$ cat src/rtl/pipelined_addsub_cc_pkg.sv
// Shared definitions for the pipelined add/subtract unit: operation encodings
// and the parameter legality rule used at elaboration.
package pipelined_addsub_cc_pkg;

  localparam logic ADDSUB_OP_ADD = 1'b0;
  localparam logic ADDSUB_OP_SUB = 1'b1;

  localparam int ADDSUB_MAX_STAGES = 16;

  // WIDTH must split evenly into CHUNK-bit slices, 1..16 slices in total.
  function automatic bit addsub_params_ok(input int width, input int chunk);
    return (chunk > 0) && (width > 0) && ((width % chunk) == 0) &&
           ((width / chunk) <= ADDSUB_MAX_STAGES);
  endfunction

endpackage

$ cat src/rtl/pipelined_addsub_cc_slice.sv
// One CHUNK-bit registered adder slice. Inverts B for subtract, chains carry
// and a running zero bit, and reports the carry into its own MSB so the last
// slice can derive signed overflow.
module addsub_slice
  import pipelined_addsub_cc_pkg::*;
#(
  parameter int CHUNK = 8
) (
  input  logic             clk,
  input  logic             rst_n,
  input  logic             en,
  input  logic             in_vld,
  input  logic [CHUNK-1:0] a,
  input  logic [CHUNK-1:0] b,
  input  logic             sub,
  input  logic             cin,
  input  logic             zin,
  output logic             vld_q,
  output logic [CHUNK-1:0] sum_q,
  output logic             cout_q,
  output logic             cmsb_q,
  output logic             zero_q
);

  logic [CHUNK-1:0] b_eff;
  logic [CHUNK:0]   full_d;
  logic [CHUNK-1:0] sum_d;
  logic             cout_d;
  logic             cmsb_d;
  logic             zero_d;

  // Slice arithmetic: carry into the MSB is recovered as a ^ b ^ sum at that bit.
  always_comb begin
    b_eff = b;
    case (sub)
      ADDSUB_OP_ADD: b_eff = b;
      ADDSUB_OP_SUB: b_eff = ~b;
    endcase
    full_d = {1'b0, a} + {1'b0, b_eff} + {{CHUNK{1'b0}}, cin};
    sum_d  = full_d[CHUNK-1:0];
    cout_d = full_d[CHUNK];
    cmsb_d = a[CHUNK-1] ^ b_eff[CHUNK-1] ^ sum_d[CHUNK-1];
    zero_d = zin && (sum_d == '0);
  end

  // Valid advances on every enabled cycle; data only loads for a real operation
  // so bubbles never overwrite the last result.
  always_ff @(posedge clk or negedge rst_n) begin
    if (!rst_n) begin
      vld_q  <= 1'b0;
      sum_q  <= '0;
      cout_q <= 1'b0;
      cmsb_q <= 1'b0;
      zero_q <= 1'b0;
    end else if (en) begin
      vld_q <= in_vld;
      if (in_vld) begin
        sum_q  <= sum_d;
        cout_q <= cout_d;
        cmsb_q <= cmsb_d;
        zero_q <= zero_d;
      end
    end
  end

endmodule

$ cat src/rtl/pipelined_addsub_cc.sv
// Pipelined WIDTH-bit adder/subtractor with condition codes. One CHUNK-bit
// slice per stage; operand slices not yet consumed ride skew registers, and
// finished sum slices ride deskew registers so a whole result emerges at once.
// A single global enable stalls the entire pipe under output backpressure.
module pipelined_addsub_cc
  import pipelined_addsub_cc_pkg::*;
#(
  parameter int WIDTH = 32,
  parameter int CHUNK = 8
) (
  input  logic             clk,
  input  logic             rst_n,
  input  logic             in_valid,
  output logic             in_ready,
  input  logic [WIDTH-1:0] in_a,
  input  logic [WIDTH-1:0] in_b,
  input  logic             in_sub,
  input  logic             in_cin,
  output logic             out_valid,
  input  logic             out_ready,
  output logic [WIDTH-1:0] out_sum,
  output logic             out_cout,
  output logic             out_neg,
  output logic             out_ovf,
  output logic             out_zero
);

  localparam int NSTAGE = WIDTH / CHUNK;

  if (!addsub_params_ok(WIDTH, CHUNK)) begin : g_bad_params
    $error("pipelined_addsub_cc: WIDTH must be 1..16 multiples of CHUNK");
  end

  // Index k of a *_d array is what enters stage k; index NSTAGE is the result.
  logic [WIDTH-1:0] a_d   [NSTAGE+1];
  logic [WIDTH-1:0] b_d   [NSTAGE+1];
  logic [WIDTH-1:0] lo_d  [NSTAGE+1];
  logic             sub_d [NSTAGE+1];
  logic             c_d   [NSTAGE+1];
  logic             z_d   [NSTAGE+1];
  logic             v_d   [NSTAGE+1];

  logic [WIDTH-1:0] a_q   [NSTAGE];
  logic [WIDTH-1:0] b_q   [NSTAGE];
  logic [WIDTH-1:0] lo_q  [NSTAGE];
  logic             sub_q [NSTAGE];

  logic             vld_s  [NSTAGE];
  logic [CHUNK-1:0] sum_s  [NSTAGE];
  logic             cout_s [NSTAGE];
  logic             cmsb_s [NSTAGE];
  logic             zero_s [NSTAGE];

  logic en;

  // Stage chaining: merge each finished slice into the deskew vector of its op.
  always_comb begin
    a_d[0]   = in_a;
    b_d[0]   = in_b;
    sub_d[0] = in_sub;
    lo_d[0]  = '0;
    c_d[0]   = in_cin;
    z_d[0]   = 1'b1;
    v_d[0]   = in_valid;
    for (int k = 0; k < NSTAGE; k++) begin
      a_d[k+1]   = a_q[k];
      b_d[k+1]   = b_q[k];
      sub_d[k+1] = sub_q[k];
      lo_d[k+1]  = lo_q[k];
      lo_d[k+1][k*CHUNK +: CHUNK] = sum_s[k];
      c_d[k+1]   = cout_s[k];
      z_d[k+1]   = zero_s[k];
      v_d[k+1]   = vld_s[k];
    end
  end

  // Handshake and result flags, all taken from the final stage registers.
  always_comb begin
    en        = !v_d[NSTAGE] || out_ready;
    in_ready  = en;
    out_valid = v_d[NSTAGE];
    out_sum   = lo_d[NSTAGE];
    out_cout  = c_d[NSTAGE];
    out_neg   = lo_d[NSTAGE][WIDTH-1];
    out_ovf   = cmsb_s[NSTAGE-1] ^ c_d[NSTAGE];
    out_zero  = z_d[NSTAGE];
  end

  // Skew (pending operand slices, op select) and deskew (finished sum slices).
  always_ff @(posedge clk or negedge rst_n) begin
    if (!rst_n) begin
      for (int k = 0; k < NSTAGE; k++) begin
        a_q[k]   <= '0;
        b_q[k]   <= '0;
        lo_q[k]  <= '0;
        sub_q[k] <= 1'b0;
      end
    end else begin
      for (int k = 0; k < NSTAGE; k++) begin
        if (en && v_d[k]) begin
          a_q[k]   <= a_d[k];
          b_q[k]   <= b_d[k];
          lo_q[k]  <= lo_d[k];
          sub_q[k] <= sub_d[k];
        end
      end
    end
  end

  for (genvar k = 0; k < NSTAGE; k++) begin : g_stage
    addsub_slice #(.CHUNK(CHUNK)) u_slice (
      .clk    (clk),
      .rst_n  (rst_n),
      .en     (en),
      .in_vld (v_d[k]),
      .a      (a_d[k][k*CHUNK +: CHUNK]),
      .b      (b_d[k][k*CHUNK +: CHUNK]),
      .sub    (sub_d[k]),
      .cin    (c_d[k]),
      .zin    (z_d[k]),
      .vld_q  (vld_s[k]),
      .sum_q  (sum_s[k]),
      .cout_q (cout_s[k]),
      .cmsb_q (cmsb_s[k]),
      .zero_q (zero_s[k])
    );
  end

endmodule
$ cat config.mk
export PLATFORM = sky130hd
export DESIGN_NAME = pipelined_addsub_cc
export DESIGN_NICKNAME = d
export VERILOG_FILES = /design/src/rtl/pipelined_addsub_cc_pkg.sv /design/src/rtl/pipelined_addsub_cc_slice.sv /design/src/rtl/pipelined_addsub_cc.sv
export SDC_FILE = /design/constraint.sdc
export NUM_CORES = 1
export LEC_CHECK = 0
export BUFFER_PORTS_ARGS = -buffer_cell sky130_fd_sc_hd__buf_2
export CORE_MARGIN = 5
export CORE_UTILIZATION = 59
export DETAILED_ROUTE_END_ITERATION = 8
export PLACE_DENSITY = 0.83
export SYNTH_ARGS = -nofsm -noshare
export SYNTH_HDL_FRONTEND = slang
export SYNTH_SLANG_ARGS = --single-unit
$ cat constraint.sdc
create_clock -name clk -period 3.7 [get_ports clk]
set_clock_uncertainty 0.15 [all_clocks]
set_input_delay 0.74 -clock clk [delete_from_list [all_inputs] [get_ports clk]]
set_output_delay 0.74 -clock clk [all_outputs]
set_load 0.02 [all_outputs]
==> metrics.md <==
| Metric | Value |
|---|---|
| Outcome | finished, final reports clean |
| Count of final hold-check violations | 0 |
| Worst skew pair latency | 0.43 ns |
| YS warnings | 0 |
| DR WL/cell | 17.6 µm |
| Fin crit period | 3.23 ns |
| Fillers | 1084 |
| Post-CTS sizing | 0 |
| Post-cts hold buffer count | 0 |
| Port bufs | 107 |
| Placed cell area | 9650 µm² |
| IO Pins | 108 |
| Worst r2r dst | g_stage[1].u_slice.zero_q |
| Vias in the first global route | 6080 |
| Final setup vio count | 0 |
| First-pass GRT wire length | 29600 µm |
| Synth top area cells | dfrtp_1 (52%), mux2_2 (11%), mux2_1 (8.1%), ha_1 (3.8%), xor2_1 (3.2%) |
| DIE AREA | 18100 µm² |
| Tcrit/Tclk final | 0.873 |
| CTS sink cnt | 192 |
| Clk root buf | clkbuf_16 |
| Fin nets | 886 |
| Largest area contributor in the netlist | dfrtp_1 |
| Vias per Instance | 5.70 |
| Worst VDD drop | 427 µV |
| Fin area | 10300 µm² |
| Crit path from | sub_d[3] |
| P&R area growth vs syn | 12.8% |
| Dominant synthesized flop cell | dfrtp_1 |
| Seq/Total Area, Yosys | 0.525 |
| Tightest Pin Transition | 0.612 ns |
| RSZ-0062 raised after global routing | no |
| Setup TNS | 0 ns |
| Htree depth | 4 |
| Static Leakage | 4.77 nW |
| Post-Syn Instances | 704 |
| Dpl ws | 0.547 ns |
| Layout cell share with drive strength beyond 1 | 0.317 |
| Avg Cell Area, Syn | 13.0 µm² |
| CP Launch Type | register |
| Post-synth EDFFs | 0 |
| Hpwl dp | 12300 µm |
| Worst Path Required | 3.87 ns |
| Setup bufs post-CTS | 0 |
| Die Height | 135 µm |
| Post-DRT Antenna Nets | 0 |
| TritonCTS clock tree | done |
| Area share of the largest cell type after synthesis | 0.525 |
| Placer Congestion | 0.927 |
| Netlist Area Pre-Place | 9160 µm² |
| Total number of vias | 5595 |
| Antenna cell count | 0 |
| Power after layout | 11.0 mW |
| Reg-to-reg slack, setup | 0.47 ns |
| Max-Cap Viols | 0 |
| WS Path Type | reg -> reg |
| Global route total overflow | 0 |
| Antenna violations before repair | 0 |
| Max-slew violation count | 0 |
| Final core utilization | 0.680 |
| Die X | 135 µm |
| DR iter-0 viols | 353 |
| DRC | 0 |
| CP endpoint kind | register |
| Syn nets | 810 |
| Crit path arrival time | 3.40 ns |
| Yosys cell types | 60 |
| Setup ws final | 0.471 ns |
| Async S/R FF share, synth | 1.00 |
| Clk slew on worst S/H paths | 0.07 ns |
| CTS buffer count | 17 |
| Drt first pass iters | 4 |
| GRT Total Usage | 0.203 |
| Starting Density | 0.602 |
| CTS Buffer Depth | 2 |
| Final Routed Wirelength | 17300 µm |
| Pwr/cell area | 1060 nW/µm² |
| R2R cell count | 9 |
| Largest net degree at the start of global routing | 81 |
| Yosys reg bits | 192 |
| Slew Limit Headroom | 0.592 |
| Tightest Hold Check Type | in -> async |
| FF-to-FF Start | sub_d[3] |
| Fmax | 0.310 GHz |
| CP max FO | 10 |
| Core area | 15200 µm² |
| Row Count | 45 |
[metal layers]
metal | global-route usage | wire (µm) | vias up
li1 | - | - | 2622
met1 | 0.253 | 7370 | 2800
met3 | 0.0410 | 645 | 29
met4 | 0.0752 | 346 | 0
met5 | 0 | 0 | -
met2 | 0.353 | 8920 | 144
[sequential cells by signal, summed over array words and instances (netlist names)]
name,flops
a_d,48
b_d,48
g_stage.u_slice.sum_q,32
lo_d,24
out_sum,24
g_stage.u_slice.cout_q,4
g_stage.u_slice.vld_q,4
g_stage.u_slice.zero_q,4
sub_d,3
g_stage.u_slice.cmsb_q,1
[cell type report]
| cell class | count | area, µm² | share of cell area |
|---|---|---|---|
| Clock buffer | 19 | 453 | 0.0438 |
| Clock inverter | 13 | 231 | 0.0224 |
| Inverter | 22 | 82.6 | 0.00799 |
| Multi-Input combinational cell | 430 | 3870 | 0.374 |
| Sequential cell | 192 | 4800 | 0.465 |
| Tap cell | 188 | 235 | 0.0228 |
| Timing Repair Buffer | 117 | 657 | 0.0636 |
[cells in the mapped netlist, types with 2 or more instances]
cell type	count
dfrtp_1	192
mux2_2	90
mux2_1	66
xor2_1	33
buf_4	32
nand2_1	30
ha_1	28
inv_1	22
o21ai_1	18
o21ai_0	17
buf_2	13
nor2_1	13
clkbuf_1	12
a21oi_1	11
nor3_1	11
xnor2_1	10
fa_1	8
and2_1	7
nor2b_1	7
a211o_1	5
a211oi_1	5
a21o_1	5
o21a_1	5
a22oi_1	3
a2bb2oi_1	3
a32o_1	3
a41o_1	3
nand3_1	3
nor4_1	3
o311a_1	3
or3b_1	3
a2111oi_1	2
a221oi_1	2
a221oi_2	2
buf_12	2
nand2b_1	2
nor3b_1	2
o211ai_1	2
o21a_2	2
o21bai_1	2
o31ai_2	2
or3_1	2
[per-stage QoR]
stage / instances / hold slack (ns)
final: 981 / 0.177
after global routing: 981 / 0.224
after CTS: 981 / 0.194
after detailed placement: 949 / 0.314
after global placement: 949 / 0.307
after floorplan: 704 / 0.292
[how the worst max path moves through the flow]
| stage | to | depth (start not counted) |
|---|---|---|
| floorplan | g_stage[0].u_slice.zero_q | 10 |
| global placement | g_stage[1].u_slice.zero_q | 9 |
| detailed placement | g_stage[1].u_slice.zero_q | 9 |
| CTS | g_stage[1].u_slice.zero_q | 9 |
| global route | g_stage[1].u_slice.zero_q | 9 |
| finish | g_stage[1].u_slice.zero_q | 9 |
[worst max-delay path, stage by stage, from the launching register on]
cell and delay (ns):
dfrtp_1 0.66, xnor2_1 0.21, fa_1 0.28, inv_1 0.07, fa_1 0.43, a211o_1 0.31, a211o_1 0.29, a221oi_2 0.32
a2111oi_1 0.11, a32o_1 0.28
[cells in the final DEF, fill, tap and decap left out, types with 5 or more instances in the layout]
master / count
buf_4: 7
nor3_1: 11
buf_2: 106
ha_1: 28
fa_1: 8
o21a_1: 5
nor2_1: 13
mux2_2: 90
xnor2_1: 10
a21oi_1: 11
a211o_1: 5
mux2_1: 66
o21ai_1: 18
and2_1: 6
dfrtp_1: 192
nor2b_1: 7
xor2_1: 33
nand2_1: 29
inv_1: 22
clkbuf_16: 17
a21o_1: 5
o21ai_0: 17
a211oi_1: 5
bufinv_16: 6
[logic make-up after synthesis]
kind of cell / after synthesis / share of synthesized area
muxes: 156 / 0.192
xor gates and xnor gates: 43 / 0.0411
AOI/OAI and AO/OA: 104 / 0.0813
buffers and inverters: 82 / 0.0533
DFF: 192 / 0.525
and+or+nand+nor: 91 / 0.0518
adders and majority gates: 36 / 0.0558
[report_power, final]
part / total, mW / switching [mW] / internal [mW]
clock: 2.09 / 0.785 / 1.31
combinational: 5.25 / 2.79 / 2.46
sequential: 3.62 / 0.582 / 3.04
Note: power is estimated with default switching activity, not from simulation.
